===== src/rtl/instruction_fetch.sv =====
// instruction_fetch: single-outstanding instruction fetch unit.
// Issues one memory request at the PC. It captures the returned word and holds it
// for decode until decode accepts it, then loads the next PC supplied by decode.
// Optional feature: define ALIGN_CHECK_EN to trap a misaligned next PC into a
// sticky FAULT state that only reset clears.
module instruction_fetch #(
   parameter logic [63:0] RESET_PC = 64'h0
) (
   input  logic        CLK,
   input  logic        Reset,
   input  logic [63:0] NextPC,
   input  logic        InstrReady,
   input  logic        ImemGnt,
   input  logic        ImemRvalid,
   input  logic [31:0] ImemRdata,
   output logic        ImemReq,
   output logic [63:0] ImemAddr,
   output logic [63:0] CurrentPC,
   output logic [31:0] Instruction,
   output logic        InstrValid,
   output logic [31:0] FetchCount,
   output logic        Fault
);

   localparam int unsigned XLEN = 64;
   localparam int unsigned ILEN = 32;
   localparam int unsigned CW   = 32;

   typedef enum logic [1:0] {
      S_REQ   = 2'd0,
      S_WAIT  = 2'd1,
      S_HOLD  = 2'd2,
      S_FAULT = 2'd3
   } state_t;

   state_t            state_q;
   state_t            state_d;
   logic              capture;
   logic              accept;
   logic [XLEN-1:0]   pc_q;

   // The PC register drives both the memory address and the decode-side PC
   assign ImemAddr  = pc_q;
   assign CurrentPC = pc_q;

   // Next-state decode; capture/accept strobes qualify the datapath updates
   always_comb begin
      state_d = state_q;
      capture = 1'b0;
      accept  = 1'b0;
      case (state_q)
         S_REQ: begin
            if (ImemGnt) begin
               if (ImemRvalid) begin
                  capture = 1'b1;
                  state_d = S_HOLD;
               end else begin
                  state_d = S_WAIT;
               end
            end
         end
         S_WAIT: begin
            if (ImemRvalid) begin
               capture = 1'b1;
               state_d = S_HOLD;
            end
         end
         S_HOLD: begin
            if (InstrReady) begin
               accept  = 1'b1;
               state_d = S_REQ;
`ifdef ALIGN_CHECK_EN
               if (NextPC[1:0] != 2'b00) begin
                  state_d = S_FAULT;
               end
`endif
            end
         end
         S_FAULT: begin
            state_d = S_FAULT;
         end
         default: begin
            state_d = S_REQ;
         end
      endcase
   end

   // State register with registered request/valid flags decoded from the next state
   always_ff @(posedge CLK) begin
      if (Reset) begin
         state_q    <= S_REQ;
         ImemReq    <= 1'b1;
         InstrValid <= 1'b0;
      end else begin
         state_q    <= state_d;
         ImemReq    <= (state_d == S_REQ);
         InstrValid <= (state_d == S_HOLD);
      end
   end

   // Instruction capture: only on a qualified response, so stray rvalids are dropped
   always_ff @(posedge CLK) begin
      if (Reset) begin
         Instruction <= ILEN'(0);
      end else if (capture) begin
         Instruction <= ImemRdata;
      end
   end

   // PC register: changes only when decode accepts the held instruction
   always_ff @(posedge CLK) begin
      if (Reset) begin
         pc_q <= RESET_PC;
      end else if (accept) begin
         pc_q <= NextPC;
      end
   end

   // Accepted-instruction counter, wraps naturally at 2^32
   always_ff @(posedge CLK) begin
      if (Reset) begin
         FetchCount <= CW'(0);
      end else if (accept) begin
         FetchCount <= FetchCount + CW'(1);
      end
   end

`ifdef ALIGN_CHECK_EN
   // Fault flag mirrors entry into the sticky FAULT state
   always_ff @(posedge CLK) begin
      if (Reset) begin
         Fault <= 1'b0;
      end else begin
         Fault <= (state_d == S_FAULT);
      end
   end
`else
   assign Fault = 1'b0;
`endif

endmodule


===== config.mk =====
export PLATFORM = sky130hd
export DESIGN_NAME = instruction_fetch
export DESIGN_NICKNAME = d
export VERILOG_FILES = /design/src/rtl/instruction_fetch.sv
export SDC_FILE = /design/constraint.sdc
export NUM_CORES = 1
export LEC_CHECK = 0
export ABC_AREA = 1
export CORE_MARGIN = 2
export CORE_UTILIZATION = 35
export DETAILED_ROUTE_END_ITERATION = 8
export PLACE_DENSITY = 0.8
export SYNTH_ARGS = -nofsm -noshare
export SYNTH_HDL_FRONTEND = slang
export SYNTH_SLANG_ARGS = --single-unit

===== constraint.sdc =====
create_clock -name CLK -period 3.68 [get_ports CLK]
set_input_delay 0.368 -clock CLK [delete_from_list [all_inputs] [get_ports CLK]]
set_output_delay 0.368 -clock CLK [all_outputs]
set_load 0.02 [all_outputs]

==> results of run 1 <==
[flip-flops by register name, summed over array words and instances (netlist names)]
name and cells:
Instruction 32, state_q 2, InstrValid 1, CurrentPC 64, FetchCount 32, ImemReq 1
[area by class of cell]
class                      count  area [sq um]
inverter                      44           165
fill                        1512          7030
multi-input combinational    516          2280
sequential                   132          2640
tap                          216           270
clock inverter                14           199
clock buffer                  18           439
antenna                        1          2.50
timing repair buffer         299          2980
[where the power goes]
| part | internal [mW] | switching, mW | leakage (nW) |
|---|---|---|---|
| Clock | 1.16 | 0.669 | 0.312 |
| Combinational | 0.233 | 0.218 | 1.84 |
| Sequential | 1.48 | 0.0319 | 1.07 |
| Total | 2.88 | 0.919 | 3.22 |
[cells in the mapped netlist, types with 2 or more instances]
cell / count
buf_6: 4
nand3_1: 27
inv_1: 42
nor3_1: 4
nor2_2: 6
dfxtp_1: 132
nor2_1: 129
buf_4: 73
nand2_1: 199
buf_2: 4
o21ai_0: 44
nand4_1: 9
a21oi_1: 77
clkbuf_1: 19
nor3b_1: 2
inv_2: 2
nand2_2: 2
nand3b_1: 2
nor2_4: 7
nand3_2: 2
[metal layers]
layer | global-route usage (%) | part of all wire (%) | up-vias
met1 | 23.2 | 41 | 2614
met5 | 0 | 0 | -
met4 | 8.06 | 2.3 | 0
li1 | - | - | 2887
met3 | 6.31 | 8.2 | 24
met2 | 34.1 | 49 | 232
[logic make-up after synthesis]
kind of cell,share of synthesized area (%)
flip-flops,45.9
adder cells (fa/ha/maj),0.217
AND/OR/NAND/NOR,28.1
other,0.0651
buffers and inverters,14.7
XOR/XNOR,0.152
AO/OA/AOI/OAI,10.8
[through the flow]
step / hold WS, ns / worst slack (ns)
floorplan: 0.503 / 2.18
detailed placement: 0.470 / 1.43
finish: 0.479 / 1.76
CTS: 0.480 / 1.76
global route: 0.499 / 1.58
global placement: 0.466 / 1.48
[worst min-delay path by stage]
stage / start / slack, ns / depth (start not counted) / end
after floorplan: ImemRdata[0] / 0.50 / 2 / Instruction[0]
after global placement: CurrentPC[26] / 0.47 / 2 / CurrentPC[26]
after detailed placement: CurrentPC[2] / 0.47 / 2 / CurrentPC[2]
after CTS: CurrentPC[2] / 0.48 / 2 / CurrentPC[2]
after global routing: NextPC[40] / 0.50 / 3 / CurrentPC[40]
final: CurrentPC[2] / 0.48 / 2 / CurrentPC[2]
==> results.txt, run 1 <==
Peak VDD IR - 0.344 mV
RePlAce Congestion - 0.870
die height - 132 um
asr flop ratio synth - 0%
most common cell after layout, fill and taps aside - clkdlybuf4s50_1
post-layout util - 56.1%
Post-Layout Inst Area - 8970 sq um
die area - 17500 sq um
Final Power - 3.79 mW
vias post-DR - 5757
Yosys reg bits - 132
CP arrival - 1.55 ns
vias in the first global route - 5376
detailed-placement wirelength estimate - 13000 um
Final Hold Fails - 0
layout cell share with drive strength beyond 1 - 5.67%
Clock Tree Buf Depth - 2
Lkg Pwr - 3.22 nW
sequential area share after synthesis - 45.9%
R2R depth - 7
cell area after synthesis - 5760 sq um
worst-skew pair later-pin latency - 0.41 ns
Post-Syn Nets - 894
clk_skew - 0.00617 ns
Routed WL - 17600 um
yosys warns - 0
global-route wire length before repair - 28100 um
initial antenna violation count - 1
Crit path max-delay family - buffers and inverters
Congestion Overflow GR - 0
power density over cell area - 423 nW/um^2
clock root buffer - clkbuf_16
global router's overall resource usage - 20.0%
EDFF count, synth - 0
WP depth - 1
CP Launch Point - FetchCount[26]
Critical Path End - FetchCount[26]
Worst Setup Path Type - flop to primary output
Placed Area - 8330 sq um
Max-slew headroom - 38.3%
area of the core - 16000 sq um
Post-Synthesis Mean Instance Area - 7.28 sq um
top cell type's share of synthesized area - 45.9%
largest area contributor in the netlist - dfxtp_1
CP cell instances - clkdlybuf4s50_1
Worst setup SP type - flop
non-filler cells, final - 1240
H-tree depth - 4
Achievable Freq - 520 MHz
Worst Path Required - 3.31 ns
antenna-violating nets left - 0
clock-pin slew on the worst setup and hold paths - 0.06 ns
Worst R2R End - Instruction[16]
leading cell types in the layout, fill and taps excluded - clkdlybuf4s50_1, nand2_1, dfxtp_1, nor2_1, a21oi_1
MaxCap Viol Count - 0
top cells by area, synth - dfxtp_1, nand2_1, buf_4
Die W - 132 um
TNS Setup - 0 ns
status - completed
Worst setup EP type - primary output
RSZ-0062 raised after global routing - no
# resized after CTS - 0
CP Max Fanout - 6
final number of setup-violating endpoints - 0
pin count of the biggest net entering global routing - 74
Worst-Margin Slew - 0.925 ns
worst hold path type - flop to flop
clock buffer count from CTS - 17
row cnt - 46
Starting Density - 36.0%
Buf/Inv on CP - 1
count of pins over their slew limit - 0
DRT iter0 DRCs - 380
TritonCTS clock tree - yes
CP max stage cell - clkdlybuf4s50_1
Crit Reg-Reg Startpoint - state_q[1]
Slowest Stage Delay on Critical Path - 0.67 ns
Vias per Instance - 4.64
TritonRoute pass-1 iters - 5
Layout Nets - 1112
fin crit share - 52.2%
dpl cells - 1207
# DRC - 0
count of mapped cells out of synthesis - 792
I/O pins - 296
hold_buf cts - 0
R2R setup slack - 1.84 ns
IO buf count - 294
postcts setup bufs - 0
Synth Flop Type - dfxtp_1
DR WL/cell - 14.2 um
Tmin final - 1.92 ns
Synth cell types - 26
clk sinks - 132
Layout area overhead - 55.7%
No activity file was read; power rests on OpenSTA's default activity.
==> run 2: changes to the inputs <==
Clock period 3.68 ns to 1.8 ns, I/O delays scaled along.
==> run 2 against run 1 <==
  * Setup slack got worse by 1.7 ns
  * Critical path type unchanged
  * Clock power is 95% higher
  * Largest power group unchanged
  * Combinational power grew 110%
  * Clock skew grew 0.00058 ns
  * Core utilization grew 0.23 points
  * Largest cell class unchanged
  * Critical path depth stayed put
  * First-iteration DRC count decreased by 27%
  * Design area is 0.40% higher
  * Count of clock-buffer cells in the layout rose by 1
  * Sequential power increased by 100%
  * Cell count rose by 0.24%
==> results.txt, run 2 (synthesized netlist as in run 1, its figures left out) <==
Peak VDD IR - 0.578 mV (+68%)
DR WL/cell - 14.4 um (+1.6%)
clock buffer count from CTS - 17 (unchanged)
hold_buf cts - 0 (unchanged)
initial antenna violation count - 0 (-1)
Vias per Instance - 4.67 (+0.61%)
Flop pwr share - 40.7% (+0.8 points)
RePlAce Congestion - 0.888 (+2.2%)
DRT iter0 DRCs - 276 (-27%)
CP cell instances - clkdlybuf4s50_1
Worst setup EP type - primary output
# DRC - 0 (unchanged)
power density over cell area - 842 nW/um^2 (+99%)
# diodes - 0 (-1)
TritonCTS clock tree - yes
Die W - 132 um (unchanged)
vias post-DR - 5806 (+0.85%)
clock root buffer - clkbuf_16
layout cell share with drive strength beyond 1 - 6.04% (+0.37 points)
TNS Setup - 0 ns (unchanged)
clk sinks - 132 (unchanged)
Multi-input gate area - 2280 sq um (unchanged)
clock-pin slew on the worst setup and hold paths - 0.06 ns (about the same)
leading cell types in the layout, fill and taps excluded - clkdlybuf4s50_1, nand2_1, dfxtp_1, nor2_1, a21oi_1
Worst setup SP type - flop
status - completed
worst slack at placement - 0.0373 ns (-1.40 ns)
Congestion Overflow GR - 0 (unchanged)
I/O pins - 296 (unchanged)
Routed WL - 17900 um (+1.8%)
global-route wire length before repair - 28000 um (-0.42%)
dpl cells - 1211 (+0.33%)
most common cell after layout, fill and taps aside - clkdlybuf4s50_1
Psw - 1.83 mW (+99%)
row cnt - 46 (unchanged)
postcts setup bufs - 0 (unchanged)
RSZ-0062 raised after global routing - no
detailed-placement wirelength estimate - 13300 um (+2.2%)
clk_skew - 0.00675 ns (+0.000580 ns)
Largest register FFs - 64 (unchanged)
Layout Nets - 1116 (+0.36%)
fillcell total - 1509 (-0.20%)
Slowest Stage Delay on Critical Path - 0.66 ns (about the same)
Worst Path Required - 1.62 ns (-1.69 ns)
count of pins over their slew limit - 0 (unchanged)
H-tree depth - 4 (unchanged)
TritonRoute pass-1 iters - 5 (unchanged)
Clock Tree Buf Depth - 2 (unchanged)
combinational power share - 12.4% (+0.5 points)
Crit path max-delay family - buffers and inverters
clock power share - 46.9% (-1.4 points)
MaxCap Viol Count - 0 (unchanged)
pin count of the biggest net entering global routing - 74 (unchanged)
fin crit share - 95.9%
Final Hold Fails - 0 (unchanged)
register area - 2640 sq um (unchanged)
Final Power - 7.59 mW (+100%)
Lkg Pwr - 3.24 nW (+0.63%)
Layout area overhead - 56.3%
post-layout util - 56.3% (+0.23 points)
area of the core - 16000 sq um (unchanged)
non-filler cells, final - 1243 (+0.24%)
CP Max Fanout - 6 (unchanged)
Power Internal - 5.76 mW (+100%)
global router's overall resource usage - 19.9% (-0.097 points)
Worst Setup Path Type - flop to primary output
Buf/Inv on CP - 1 (unchanged)
sw frac - 24.1% (-0.17 points)
vias in the first global route - 5418 (+0.78%)
antenna-violating nets left - 0 (unchanged)
final setup margin - 0.0745 ns (-1.68 ns)
Achievable Freq - 580 MHz
worst-skew pair later-pin latency - 0.41 ns (about the same)
# resized after CTS - 0 (unchanged)
Tmin final - 1.73 ns
Starting Density - 36.0% (unchanged)
final number of setup-violating endpoints - 0 (unchanged)
CP arrival - 1.55 ns (about the same)
worst hold path type - input port to flop
CP max stage cell - clkdlybuf4s50_1
die area - 17500 sq um (unchanged)
IO buf count - 294 (unchanged)
die height - 132 um (unchanged)
==> run 2: per-stage QoR <==
step                      area (sq um)  hold WS (ns)
after global routing              9010         0.279
after detailed placement          8400         0.472
after CTS                         9010         0.257
after global placement            8400         0.465
after floorplan                   5760         0.315
final                             9010         0.231
==> run 2: worst register-to-register path: stages, from the launching register on <==
cell and delay [ns]:
dfxtp_1 0.38, ha_1 0.21, inv_1 0.06, nor2_1 0.24
nand3_1 0.15, nor2_2 0.17, nand2_1 0.08, o21ai_0 0.16
nor2_1 0.06
==> run 2: area by class of cell <==
class,count,area share [%]
Clock buffer,19,5.03
Timing Repair Buffer,303,33.8
Sequential cell,132,29.3
Clock inverter,13,1.74
Tap cell,216,3.00
Multi-Input combinational cell,516,25.3
Inverter,44,1.83
==> run 2: per-layer routing <==
layer	vias up	global-route usage [%]	share of wire [%]
li1	2893	-	-
met1	2648	22.8	40
met2	241	34.7	50
met3	24	6.50	7.9
met4	0	6.87	2.0
met5	-	0	0
==> run 2: worst paths after layout <==
kind,startpoint,to,slack (ns),cells after the start
min reg2reg,CurrentPC[34],CurrentPC[34],0.48,2
max reg2reg,FetchCount[1],FetchCount[28],0.19,8
max,FetchCount[3],FetchCount[3],0.07,1
min,Reset,FetchCount[26],0.23,3
==> run 2: power by group through the flow <==
stage / clock [mW] / sequential [mW] / combinational (mW)
after CTS: 3.63 / 3.09 / 0.949
after detailed placement: 0 / 3.15 / 0.946
after global routing: 3.78 / 3.10 / 1.01
final: 3.56 / 3.09 / 0.940
after floorplan: 0 / 3.27 / 0.325
after global placement: 0 / 3.15 / 0.935
